`src/rtl/uart_prog_loader_pkg.sv`:
```
// rtl/uart_prog_loader_pkg.sv - shared constants and state encodings for the UART program loader
package uart_prog_loader_pkg;

    localparam logic [7:0] SYNC_BYTE  = 8'hA5;
    localparam int         PROG_DEPTH = 16;

    typedef enum logic [1:0] {
        IDLE   = 2'd0,
        LOAD   = 2'd1,
        CSUM   = 2'd2,
        COMMIT = 2'd3
    } load_state_t;

    typedef enum logic [1:0] {
        RX_IDLE  = 2'd0,
        RX_START = 2'd1,
        RX_DATA  = 2'd2,
        RX_STOP  = 2'd3
    } rx_state_t;

endpackage

```
`src/rtl/uart_prog_loader_rx.sv`:
```
// rtl/uart_prog_loader_rx.sv - 8N1 UART byte receiver with input synchronizer
module uart_rx_8n1
    import uart_prog_loader_pkg::*;
#(
    parameter int CLKS_PER_BIT = 234
) (
    input  logic       clk,
    input  logic       rst,
    input  logic       uart_rx,
    output logic       rx_valid,
    output logic [7:0] rx_data,
    output logic       frame_err
);

    localparam int CW = $clog2(CLKS_PER_BIT + 1);
    localparam logic [CW-1:0] HALF_M1 = CW'(CLKS_PER_BIT / 2 - 1);
    localparam logic [CW-1:0] BIT_M1  = CW'(CLKS_PER_BIT - 1);

    logic          sync0, sync1, prev_rx;
    rx_state_t     state, state_d;
    logic [CW-1:0] cnt, cnt_d;
    logic [2:0]    bit_idx, bit_d;
    logic [7:0]    shreg, sh_d;
    logic          valid_d, ferr_d;

    always_comb begin
        state_d = state;
        cnt_d   = cnt + 1'b1;
        bit_d   = bit_idx;
        sh_d    = shreg;
        valid_d = 1'b0;
        ferr_d  = 1'b0;
        case (state)
            RX_IDLE: begin
                cnt_d = '0;
                if (prev_rx && !sync1) state_d = RX_START;
            end
            RX_START: begin
                // A start bit that is high again at mid-bit was only a glitch
                if (cnt == HALF_M1) begin
                    cnt_d = '0;
                    bit_d = '0;
                    state_d = sync1 ? RX_IDLE : RX_DATA;
                end
            end
            RX_DATA: begin
                if (cnt == BIT_M1) begin
                    cnt_d = '0;
                    sh_d  = {sync1, shreg[7:1]};
                    bit_d = bit_idx + 1'b1;
                    if (bit_idx == 3'd7) state_d = RX_STOP;
                end
            end
            RX_STOP: begin
                if (cnt == BIT_M1) begin
                    cnt_d   = '0;
                    state_d = RX_IDLE;
                    valid_d = sync1;
                    ferr_d  = !sync1;
                end
            end
            default: state_d = RX_IDLE;
        endcase
    end

    always_ff @(posedge clk or negedge rst) begin
        if (!rst) begin
            sync0     <= 1'b1;
            sync1     <= 1'b1;
            prev_rx   <= 1'b1;
            state     <= RX_IDLE;
            cnt       <= '0;
            bit_idx   <= '0;
            shreg     <= '0;
            rx_valid  <= 1'b0;
            frame_err <= 1'b0;
        end else begin
            sync0     <= uart_rx;
            sync1     <= sync0;
            prev_rx   <= sync1;
            state     <= state_d;
            cnt       <= cnt_d;
            bit_idx   <= bit_d;
            shreg     <= sh_d;
            rx_valid  <= valid_d;
            frame_err <= ferr_d;
        end
    end

    assign rx_data = shreg;

endmodule

```
`src/rtl/uart_prog_loader.sv`:
```
// rtl/uart_prog_loader.sv - UART framed program loader: sync, 16 data bytes, checksum, RAM commit
module uart_prog_loader
    import uart_prog_loader_pkg::*;
#(
    parameter int CLKS_PER_BIT = 234,
    parameter int TIMEOUT_CLKS = 2700000
) (
    input  logic       clk,
    input  logic       rst,
    input  logic       uart_rx,
    output logic       wr_en,
    output logic [3:0] wr_addr,
    output logic [7:0] wr_data,
    output logic       cpu_rst_n,
    output logic       busy,
    output logic       done,
    output logic       err
);

    localparam int TW = $clog2(TIMEOUT_CLKS + 2);
    localparam logic [3:0] LAST_IDX = 4'(PROG_DEPTH - 1);

    logic       rx_valid, frame_err;
    logic [7:0] rx_data;

    uart_rx_8n1 #(
        .CLKS_PER_BIT(CLKS_PER_BIT)
    ) u_rx (
        .clk      (clk),
        .rst      (rst),
        .uart_rx  (uart_rx),
        .rx_valid (rx_valid),
        .rx_data  (rx_data),
        .frame_err(frame_err)
    );

    load_state_t   state, state_d;
    logic [3:0]    idx, idx_d;
    logic [7:0]    sum, sum_d;
    logic [TW-1:0] gap, gap_d;
    logic          err_q, err_d;
    logic          done_q, done_d;
    logic          cpu_q, cpu_d;
    logic          buf_we;
    logic [7:0]    buffer [PROG_DEPTH];

    always_comb begin
        state_d = state;
        idx_d   = idx;
        sum_d   = sum;
        gap_d   = '0;
        err_d   = err_q;
        done_d  = 1'b0;
        buf_we  = 1'b0;
        case (state)
            IDLE: begin
                if (rx_valid && rx_data == SYNC_BYTE) begin
                    state_d = LOAD;
                    idx_d   = '0;
                    sum_d   = '0;
                    err_d   = 1'b0;
                end
            end
            LOAD, CSUM: begin
                gap_d = gap + 1'b1;
                // Sync byte values inside a frame are plain data, never a resync
                if (frame_err || gap == TW'(TIMEOUT_CLKS)) begin
                    err_d   = 1'b1;
                    state_d = IDLE;
                end else if (rx_valid) begin
                    gap_d = '0;
                    if (state == LOAD) begin
                        buf_we = 1'b1;
                        sum_d  = sum + rx_data;
                        idx_d  = idx + 1'b1;
                        if (idx == LAST_IDX) state_d = CSUM;
                    end else if (rx_data == sum) begin
                        state_d = COMMIT;
                        idx_d   = '0;
                    end else begin
                        err_d   = 1'b1;
                        state_d = IDLE;
                    end
                end
            end
            COMMIT: begin
                idx_d = idx + 1'b1;
                if (idx == LAST_IDX) begin
                    state_d = IDLE;
                    done_d  = 1'b1;
                end
            end
            default: state_d = IDLE;
        endcase
        // CPU is held for exactly the frame; release coincides with done or any abort
        cpu_d = (state_d == IDLE);
    end

    always_ff @(posedge clk or negedge rst) begin
        if (!rst) begin
            state  <= IDLE;
            idx    <= '0;
            sum    <= '0;
            gap    <= '0;
            err_q  <= 1'b0;
            done_q <= 1'b0;
            cpu_q  <= 1'b0;
        end else begin
            state  <= state_d;
            idx    <= idx_d;
            sum    <= sum_d;
            gap    <= gap_d;
            err_q  <= err_d;
            done_q <= done_d;
            cpu_q  <= cpu_d;
        end
    end

    always_ff @(posedge clk) begin
        if (buf_we) buffer[idx] <= rx_data;
    end

    assign wr_en     = (state == COMMIT);
    assign wr_addr   = wr_en ? idx : 4'd0;
    assign wr_data   = wr_en ? buffer[idx] : 8'd0;
    assign busy      = (state != IDLE);
    assign done      = done_q;
    assign err       = err_q;
    assign cpu_rst_n = cpu_q;

endmodule

```
`config.mk`:
```
export PLATFORM = sky130hd
export DESIGN_NAME = uart_prog_loader
export DESIGN_NICKNAME = d
export VERILOG_FILES = /design/src/rtl/uart_prog_loader_pkg.sv /design/src/rtl/uart_prog_loader_rx.sv /design/src/rtl/uart_prog_loader.sv
export SDC_FILE = /design/constraint.sdc
export NUM_CORES = 1
export LEC_CHECK = 0
export ABC_CLOCK_PERIOD_IN_PS = 4900
export CAP_MARGIN = 5
export CORE_MARGIN = 1.5
export CORE_UTILIZATION = 67
export CTS_CLUSTER_SIZE = 25
export DETAILED_ROUTE_END_ITERATION = 10
export PLACE_DENSITY_LB_ADDON = 0.08
export SKIP_CTS_REPAIR_TIMING = 1
export SYNTH_ARGS = -nofsm -noshare
export SYNTH_HDL_FRONTEND = slang
export SYNTH_HIERARCHICAL = 1
export SYNTH_SLANG_ARGS = --single-unit
```
`constraint.sdc`:
```
create_clock -name clk -period 4.9 [get_ports clk]
set_input_delay 0.735 -clock clk [delete_from_list [all_inputs] [get_ports clk]]
set_output_delay 0.735 -clock clk [all_outputs]
set_load 0.01 [all_outputs]
```
After elaboration in Yosys (flattened, before gate mapping)
Memory sizes are Yosys's and may differ from the RTL's.
Cells that the tools add are included.
{"block": "totals", "reg_bits": 65, "ram_bits": 128, "input_bits": 3, "out_inout_bits": 17, "elab_cells": 121, "n_memories": 1}
{"block": "classes", "addsub": 5, "eq_ne": 26, "mux": 55, "n_reduce_logical": 18}
{"memory": "buffer", "words": 16, "word_bits": 8, "rd": 1, "rd_ports_with_merged_regs": 0, "wr": 1, "line": "uart_prog_loader.sv:45", "text": "logic [7:0] buffer [PROG_DEPTH];"}
{"op": "22-bit 2-to-1 mux", "n": 3}
{"op": "8-bit 2-to-1 mux", "n": 7}
{"op": "2-bit 2-to-1 mux", "n": 13}
{"op": "4-bit 2-to-1 mux", "n": 6}
{"op": "8-bit one-hot mux with 3 select lines", "n": 1}
{"op": "22-bit by 1-bit adder with 22-bit output (second input constant)", "n": 1}
{"op": "22-bit equality test (second input constant)", "n": 1}
{"op": "1-bit 2-to-1 mux", "n": 17}
{"op": "8-bit equality test (second input constant)", "n": 2}
{"op": "8-bit one-hot mux with 2 select lines", "n": 1}
{"op": "5-bit AND reduction", "n": 3}
{"op": "2-bit by 1-bit != test with 1-bit output (second input constant)", "n": 6}
{"op": "4-bit one-hot mux with 3 select lines", "n": 1}
{"op": "3-bit != test (second input constant)", "n": 3}
{"op": "8-bit by 1-bit adder with 8-bit output (second input constant)", "n": 1}
{"op": "8-bit adder", "n": 1}
{"op": "2-bit equality test (second input constant)", "n": 4}
{"op": "8-bit by 7-bit equality test with 1-bit output (second input constant)", "n": 1}
{"op": "8-bit equality test", "n": 1}
{"op": "2-bit one-hot mux with 4 select lines", "n": 1}
{"op": "2-bit logical NOT", "n": 3}
{"op": "3-bit 2-to-1 mux", "n": 2}
{"op": "2-bit != test (second input constant)", "n": 3}
{"op": "2-bit one-hot mux with 3 select lines", "n": 1}
{"op": "other kinds (16)", "n": 21}

Depth between registers and ports, before layout
Gate-level depths: netlist of run 1.
{"block": "logic_depth", "depth_word": 7, "mapped_depth": 9, "ltp_nobuf": 9}

Modules after synthesis
The synthesis of run 1 kept the hierarchy.
{"module": "uart_prog_loader", "n_inst": 1, "cells_per_inst": 470, "area_per_inst_um2": 7424.6, "seq_area_each_um2": 4819.6}
{"module": "uart_rx_8n1", "n_inst": 1, "cells_per_inst": 106, "area_per_inst_um2": 1300.0, "seq_area_each_um2": 654.4}

Worst setup path after synthesis of run 1
Ideal clock, no wire load.
{"block": "synth_timing", "path_kind": "reg-to-output", "startpoint": "register idx[1]", "endpoint": "output port wr_data[0]", "arrival_time_ps": 1890, "t_required_ps": 4165, "setup_slack_ps": 2275, "stages_incl_launch_ff": 6, "n_path_buf": 2, "cell_sequence": "dfrtp_1 clkbuf_1 clkbuf_1 mux4_2 mux4_2 and2_1"}
{"block": "synth_between", "elab_chain_cells": 2}
{"item": "from (decl)", "line": "uart_prog_loader.sv:38", "text": "logic [3:0] idx, idx_d;"}
{"item": "from (signal assigned)", "line": "uart_prog_loader.sv:110", "text": "idx <= idx_d;"}
{"item": "memory read 16 x 8 bit"}
{"item": "8-bit 2-to-1 mux", "line": "uart_prog_loader.sv:125", "text": "assign wr_data = wr_en ? buffer[idx] : 8'd0;"}
{"item": "to (decl)", "line": "uart_prog_loader.sv:13", "text": "output logic [7:0] wr_data,"}
No other way between the ends.

Worst setup path in the final report of run 1
{"block": "layout_timing", "startpoint": "register idx[0]", "endpoint": "output port wr_data[1]"}
The elaborated chain is that of the path after synthesis.

==> results of run 1 <==
layout make-up:
cell class	instances	share of cell area [%]
timing repair buffer	22	2.16
inverter	25	0.976
clock buffer	24	4.91
sequential	193	57.0
multi-input combinational	336	31.7
tap	172	2.24
clock inverter	8	1.07
sequential cells by signal, summed over array words and instances (netlist names), named ones only:
signal          count
buffer            128
cpu_rst_n           1
done                1
err                 1
gap                22
idx                 4
state               2
sum                 8
u_rx/bit_idx        3
u_rx/cnt            8
u_rx/frame_err      1
u_rx/prev_rx        1
u_rx/rx_data        8
u_rx/rx_valid       1
u_rx/state          1
u_rx/sync0          1
u_rx/sync1          1
power by group through the flow:
stage | clock (mW) | combinational (mW) | sequential, mW
2_1_floorplan | 0 | 0.108 | 1.80
3_3_place_gp | 0 | 0.103 | 1.82
3_5_place_dp | 0 | 0.105 | 1.82
4_1_cts | 1.37 | 0.106 | 1.79
5_1_grt | 1.43 | 0.121 | 1.79
6_report | 1.36 | 0.105 | 1.79
kinds of logic after synthesis:
| family | synth area share [%] |
|---|---|
| XOR/XNOR | 2.71 |
| AND/OR/NAND/NOR | 10.8 |
| buffers and inverters | 2.71 |
| AO/OA/AOI/OAI | 5.41 |
| multiplexers | 12.3 |
| flip-flops | 62.7 |
| adder cells (fa/ha/maj) | 3.38 |
routing by layer:
metal  vias to the layer above  routed length [µm]  GRT usage, %
met4                         0                 586          12.4
met1                      2523                7040          36.3
met5                         -                   0             0
met2                       200                8750          45.0
met3                        50                1080          6.23
li1                       2241                   -             -
worst max path at each step:
| stage | start | to | slack, ns | cells after the start |
|---|---|---|---|---|
| after floorplan | idx[1] | wr_data[0] | 2.28 | 5 |
| after global placement | idx[0] | wr_data[1] | 1.34 | 4 |
| after detailed placement | idx[0] | wr_data[1] | 1.26 | 4 |
| after CTS | idx[0] | wr_data[1] | 0.81 | 4 |
| after global routing | idx[0] | wr_data[1] | 0.69 | 4 |
| final | idx[0] | wr_data[1] | 0.84 | 4 |
cells in the final DEF, fill, tap and decap left out, types with 4 or more instances in the layout:
cell type        Yosys  routed
mux4_1              18      18
xnor2_1             10      10
ha_1                22      22
mux4_2              22      22
nand2_1             28      28
and3_1               6       6
clkbuf_1             9       5
nand2b_1             5       5
nand3_1             19      19
nor3_1              12       6
xor2_1              17      17
and2_1              11      11
or3_1                4       4
clkdlybuf4s50_1      0      18
nor3_2               0       6
o21ai_0             12      12
nand4_1              8       8
a21oi_1             14      14
dfrtp_1             62      61
nor4_1               4       4
mux2_2               9       9
nor2b_1              7       7
clkbuf_16            0      17
edfxtp_1           128     128
inv_1               25      25
nor2_1              49      49
==> flow_summary.toml, run 1 <==
[run_status]
outcome = "finished, final reports clean"

[timing]
tightest_slew_ns = 1.12
finClkSkew_ns = 0.00932
worst_slack_ns = 0.843
setup_viol = 0
slew_violations = 0
final-hold-violation-count = 0
tns_ns = 0
max_freq_mhz = 246
finalCriticalPeriod_ns = 4.06
slew_headroom_pct = 25.1
rsz0062_at_grt = "no"
fin_hold_ws_ns = 0.337
fin_crit_sh_pct = 82.8

[clock_network]
cts_num_sinks = 193
cts_tree = "built"
cts_buffer_depth = 2
clk_latency_ns = 0.43
clk_pin_slew_ns = 0.06
numCtsBuffers = 17
cts_root_buffer = "clkbuf_16"
ctsHtreeMaxLevel = 4

[worst_setup_path]
crit_arrival_ns = 3.32
reg2reg_depth = 4
slowest_stage = "dfrtp_2"
slowest_delay_ns = 1.03
crit_path_end_kind = "output pin"
startpoint_type = "flop"
path_cells = "mux4_1 > mux4_2 > and2_1 > clkdlybuf4s50_1"
path_buf_inv = 1
worstReg2RegEnd = "buffer[15][1]"
required_ns = 4.16
r2r-start = "idx[1]"
crit_type = "flop to output pin"
critPathTopFamily = "multiplexers"
rrSetupSlack_ns = 1.72
worstPathMaxFanout = 36

[routing]
drc = 0
first_pass_iters = 5
vias_per_cell = 6.43
final_antenna_net_count = 0
wl_um = 17500
first_iter_violations = 492
wire_per_inst_um = 22.4
num_vias = 5014

[global_routing]
grt.overflow.total = 0
grt_pass1_vias = 4959
antenna_found_initial = 0
grt.total_usage_pct = 27.6
grt_pass1_wl_um = 26900
grt_max_degree = 37

[power_and_ir_drop]
vdd_drop_max_mv = 0.270
finalPower_mw = 3.25
swShare_pct = 20.8
p_int_mw = 2.58
pwr-share-seq_pct = 55.0
power.density_mw_per_mm2 = 338
p_sw_uw = 676
p_comb_share_pct = 3.2
power_leakage_nw = 2.97
clkPwrFrac_pct = 41.7

[hold_path]
min_path_type = "input port to async pin"

[yosys]
synth_cells = 576
synth.area.top_cells = "edfxtp_1 (44%), dfrtp_1 (18%), mux4_2 (5.7%)"
ys_seq_elements = 193
netlist_area_mm2 = 0.00872
synth_top_cell_area_share_pct = 44.1
synth_common_cells = "edfxtp_1 (128), dfrtp_1 (62), nor2_1 (49), nand2_1 (28), inv_1 (25)"
synthFlopType = "edfxtp_1"
async_flop_share_pct = 33.7
syn-num-nets = 602
synth_area_per_cell_um2 = 15.1
synth_edf_count = 128
synth_most_common_cell = "edfxtp_1"
yosysUniqueCellTypes = 68
yosys.area.top_type = "edfxtp_1"
yosysSeqAreaShare_pct = 62.7
yosysWarnings = 6

[final_layout]
antenna_cells = 0
layout-drive-gt1-share_pct = 14.1
final_util_pct = 75.8
synthToLayoutAreaGrowth_pct = 10.2
fin_area_mm2 = 0.00961
stdcell_count = 780
multi_input_area_mm2 = 0.00304
nFillCells = 741
seq_area_mm2 = 0.00548
final_nets = 621

[floorplan]
die_w_um = 117
fp.coreArea_mm2 = 0.0127
io-pin-count = 20
fp.dieArea_mm2 = 0.0137
die_h_um = 117
initial_core_util_pct = 68.9
rows = 41

[place]
gp_congestion = 0.827
port_buffers = 19
place_area_mm2 = 0.00904
place_ws_ns = 1.26
dp_cells = 748
dp.final_hpwl_um = 10900

[job]
max-cap-violations = 0
Power figures use the tool's default switching activity.
==> run 2, diff against run 1 <==
ABC_CLOCK_PERIOD_IN_PS = 4100   (was 4900)
CORE_UTILIZATION = 62   (was 67)
clock period = 4.1 ns   (was 4.9 ns; I/O delays follow)
==> run 2 against run 1 <==
Compared with the run above:
- sequential share of layout area unchanged
- utilization down 6.3 points
- final cell count rose by 1.4%
- flip-flop and latch count is the same
- wire length up 0.70%
- combinational power up 21%
- critical path type unchanged
==> flow_summary.toml, run 2 (synthesis gave the netlist of run 1 again) <==
[run_status]
outcome = "finished, final reports clean"

[final_layout]
seq_area_mm2 = 0.00548
synthToLayoutAreaGrowth_pct = 10.2
top_regs = "buffer x128, gap x22"
layout-drive-gt1-share_pct = 14.4
layout_commonest_cell = "edfxtp_1"
final_nets = 627
multi_input_area_mm2 = 0.00303
nFillCells = 912
antenna_cells = 0
regMostFlops = "buffer"
final_cell_mix = "edfxtp_1 (128), dfrtp_1 (61), nor2_1 (49)"
largest_reg_flops = 128

[worst_setup_path]
crit_arrival_ns = 2.85
r2r-start = "gap[0]"
worstReg2RegEnd = "buffer[4][6]"
crit_path_end_kind = "output pin"
startpoint_type = "flop"
rrSetupSlack_ns = 1.16
worstPathMaxFanout = 36
reg2reg_depth = 8
crit_type = "flop to output pin"
required_ns = 3.48

[job]
max-cap-violations = 0

[global_routing]
grt_util_met1_pct = 36.5
grt.overflow.total = 0
grt.busiest_layer = "met2"
antenna_found_initial = 0
grt.total_usage_pct = 26.1
gr-usage-met2_pct = 41.5
grt_use_met3_pct = 4.87
grt_pass1_wl_um = 27900
grt_max_degree = 48
grt_pass1_vias = 4974

[routing]
vias_per_cell = 6.25
final_antenna_net_count = 0
drc = 0
first_pass_iters = 4
wire_per_inst_um = 22.2
num_vias = 4946
first_iter_violations = 395
wl_um = 17600

[timing]
setup_viol = 0
tightest_slew_ns = 1.18
fin_hold_ws_ns = 0.356
rsz0062_at_grt = "no"
tns_ns = 0
worst_slack_ns = 0.632
slew_headroom_pct = 20.9
fin_crit_sh_pct = 84.6
finClkSkew_ns = 0.00679
slew_violations = 0
finalCriticalPeriod_ns = 3.47
final-hold-violation-count = 0
max_freq_mhz = 288

[clock_network]
cts_buffer_depth = 2
cts_num_sinks = 193
cts_root_buffer = "clkbuf_16"
cts_tree = "built"
ctsHtreeMaxLevel = 4
clk_pin_slew_ns = 0.07
clk_latency_ns = 0.43
numCtsBuffers = 17

[floorplan]
die_w_um = 122
io-pin-count = 20
fp.dieArea_mm2 = 0.0148
initial_core_util_pct = 63.1
rows = 43
die_h_um = 122
fp.coreArea_mm2 = 0.0138

[place]
place_ws_ns = 1.07
dp.final_hpwl_um = 11300
gp_congestion = 0.862
port_buffers = 19

[hold_path]
holdPathEnd = "u_rx/sync1"
min_from = "u_rx/sync0"
min_path_type = "flop to flop"
holdPathStages = 0

[power_and_ir_drop]
pwr-share-seq_pct = 56.8
p_int_mw = 2.97
p_sw_uw = 804
finalPower_mw = 3.77
p_comb_share_pct = 3.4
power.density_mw_per_mm2 = 392
swShare_pct = 21.3
vdd_drop_max_mv = 0.284
power_leakage_nw = 2.98
clkPwrFrac_pct = 39.9
[run 2: cell count changes in the layout (fill, tap and decap cells not counted)]
| cell | delta |
|---|---|
| buf_4 | +5 |
| nor3_1 | +3 |
| buf_12 | +1 |
| bufinv_16 | -1 |
| clkinv_2 | +1 |
| clkbuf_1 | -4 |
| clkinvlp_4 | +1 |
| clkinv_1 | +2 |
| nor3_2 | -3 |
| clkbuf_8 | -2 |
[run 2: layout make-up]
class	count	area share, %
sequential	193	57.0
multi-input combinational	336	31.5
clock buffer	18	4.47
timing repair buffer	28	2.76
tap	180	2.34
inverter	25	0.976
clock inverter	11	0.963
[run 2: layer usage]
| layer | up-vias | part of all wire (%) |
|---|---|---|
| li1 | 2250 | - |
| met1 | 2535 | 43 |
| met2 | 128 | 51 |
| met3 | 33 | 3.6 |
| met4 | 0 | 2.6 |
| met5 | - | 0 |
[run 2: worst max-delay path by stage]
stage / from / endpoint / slack, ns / cells after the start
2_1_floorplan: idx[1] / wr_data[0] / 1.60 / 5
6_report: idx[0] / wr_data[7] / 0.63 / 5
3_3_place_gp: idx[0] / wr_data[7] / 1.13 / 5
3_5_place_dp: idx[0] / wr_data[7] / 1.07 / 5
4_1_cts: idx[0] / wr_data[3] / 0.59 / 5
5_1_grt: idx[0] / wr_data[3] / 0.53 / 5
[run 2: power groups by stage]
stage | logic [mW] | registers [mW] | clock network (mW)
detailed placement | 0.127 | 2.18 | 0
floorplan | 0.129 | 2.15 | 0
finish | 0.127 | 2.14 | 1.50
CTS | 0.128 | 2.14 | 1.53
global route | 0.147 | 2.15 | 1.60
global placement | 0.122 | 2.18 | 0
[run 2: worst max-delay path: stages, from the launching register on]
cell and delay (ns):
dfrtp_2 0.37, buf_12 0.26, mux4_1 0.60, mux4_2 0.52, and2_1 0.18, clkdlybuf4s50_1 0.47
[run 2: metrics by stage]
| stage | area, µm² | cells | utilization [%] |
|---|---|---|---|
| floorplan | 8720 | 576 | - |
| global placement | 9090 | 762 | 65.7 |
| detailed placement | 9090 | 762 | 65.7 |
| CTS | 9610 | 791 | 69.5 |
| global route | 9610 | 791 | 69.5 |
| finish | 9610 | 791 | 69.5 |
==> run 3, diff against run 2 <==
ABC_CLOCK_PERIOD_IN_PS = 3100   (was 4100)
CORE_UTILIZATION = 56   (was 62)
clock period = 3.1 ns   (was 4.1 ns; I/O delays follow)
==> run 3 against run 2 <==
Compared with the run above:
- the run now ends with setup timing left
- critical endpoint is now wr_data[5]
- register-to-register slack got worse by 0.64 ns
- final cell count increased by 4.4%
- count of clock-buffer cells in the layout stayed put
- non-clock buffer count is 24 higher
- wire length about the same
- flip-flop and latch count stayed put
- global-route usage decreased by 2.7 points
==> flow_summary.toml, run 3 (synthesis gave the netlist of run 1 again) <==
[floorplan]
fp.coreArea_mm2 = 0.0152
die_w_um = 128
io-pin-count = 20
die_h_um = 128
rows = 45
initial_core_util_pct = 57.4
fp.dieArea_mm2 = 0.0163

[final_layout]
top_regs = "buffer x128, gap x22"
layout_commonest_cell = "edfxtp_1"
final_nets = 651
synthToLayoutAreaGrowth_pct = 13.9
layout-drive-gt1-share_pct = 18.2
regMostFlops = "buffer"
final_cell_mix = "edfxtp_1 (128), dfrtp_1 (61), nor2_1 (49)"
largest_reg_flops = 128
antenna_cells = 0

[timing]
fin_crit_sh_pct = 102
final-hold-violation-count = 0
tightest_slew_ns = 0.826
slew_headroom_pct = 45.0
finalCriticalPeriod_ns = 3.18
setup_viol = 1
slew_violations = 0
max_freq_mhz = 315
tns_ns = -0.0757
worst_slack_ns = -0.0757
rsz0062_at_grt = "yes"
finClkSkew_ns = 0.0128

[run_status]
outcome = "finished, violations left"
violations = "setup timing"

[clock_network]
cts_num_sinks = 193
cts_tree = "built"
clk_latency_ns = 0.43
clk_pin_slew_ns = 0.07
numCtsBuffers = 17
ctsHtreeMaxLevel = 4
cts_root_buffer = "clkbuf_16"
cts_buffer_depth = 2

[routing]
first_pass_iters = 4
drc = 0
num_vias = 4940
first_iter_violations = 272
final_antenna_net_count = 0
vias_per_cell = 5.98
wl_um = 17600
wire_per_inst_um = 21.3

[job]
max-cap-violations = 0

[global_routing]
grt_pass1_wl_um = 28200
antenna_found_initial = 0
grt_max_degree = 37
grt.overflow.total = 0
grt_pass1_vias = 5093
grt.total_usage_pct = 23.4

[worst_setup_path]
crit_arrival_ns = 2.71
worstPathMaxFanout = 14
startpoint = "idx[0]"
startpoint_type = "flop"
required_ns = 2.63
r2r-start = "u_rx/rx_data[4]"
crit_path_end_kind = "output pin"
crit_type = "flop to output pin"

[place]
dp.final_hpwl_um = 11600
port_buffers = 19
gp_congestion = 0.814

[power_and_ir_drop]
power_leakage_nw = 3.29
power.density_mw_per_mm2 = 525
vdd_drop_max_mv = 0.440
finalPower_mw = 5.22

[hold_path]
min_path_type = "input port to async pin"
run 3: changes by cell type in the layout (fill, tap and decap cells not counted), sizes merged, moves of 2 or more:
| cell | before | now |
|---|---|---|
| dlymetal6s2s | 0 | 7 |
| inv | 27 | 33 |
| clkinv | 5 | 3 |
| clkdlybuf4s50 | 18 | 11 |
| clkinvlp | 3 | 1 |
| buf | 10 | 34 |
run 3: layout make-up:
cell class                      instances  area (µm²)
Sequential cell                       193        5480
Fill cell                            1078        5270
Multi-Input combinational cell        336        3010
Timing Repair Buffer                   52         517
Clock buffer                           18         439
Tap cell                              188         235
Clock inverter                         14         165
Inverter                               25        93.8
run 3: per-stage QoR:
| stage | area, µm² | hold WS, ns | util (%) | worst slack, ns | cells |
|---|---|---|---|---|---|
| finish | 9940 | 0.0781 | 65.4 | -0.0757 | 826 |
| global route | 9940 | 0.140 | 65.4 | -0.153 | 826 |
| CTS | 9850 | 0.105 | 64.8 | -0.191 | 819 |
| detailed placement | 9250 | 0.347 | 60.8 | 0.274 | 787 |
| global placement | 9250 | 0.347 | 60.8 | 0.329 | 787 |
| floorplan | 8720 | 0.169 | - | 0.710 | 576 |
run 3: worst paths after layout:
kind	endpoint	slack [ns]	depth (start not counted)
min reg2reg	u_rx/sync1	0.36	0
min	u_rx/bit_idx[1]	0.08	1
max reg2reg	idx[2]	0.52	7
max	wr_data[5]	-0.08	5
min in group clk	u_rx/sync1	0.36	0
max in group asynchronous	idx[0]	2.35	2
run 3: critical path: stages, from the launching register on:
cell and delay [ns]:
dfrtp_2 0.43, buf_12 0.18, mux4_2 0.51, mux4_2 0.52, and2_1 0.18, clkdlybuf4s50_1 0.47
run 3: metal layers:
metal / routed length (µm) / track usage [%] / part of all wire, %
met5: 0 / 0 / 0
met4: 349 / 8.72 / 2.0
met3: 509 / 3.71 / 2.9
met2: 8870 / 38.6 / 50
met1: 7870 / 31.9 / 45
run 3: power breakdown:
group | leakage, nW | internal, mW | switching, mW
logic | 1.23 | 0.0800 | 0.0909
clock network | 0.297 | 1.24 | 0.983
registers | 1.76 | 2.76 | 0.0702
total | 3.29 | 4.07 | 1.14
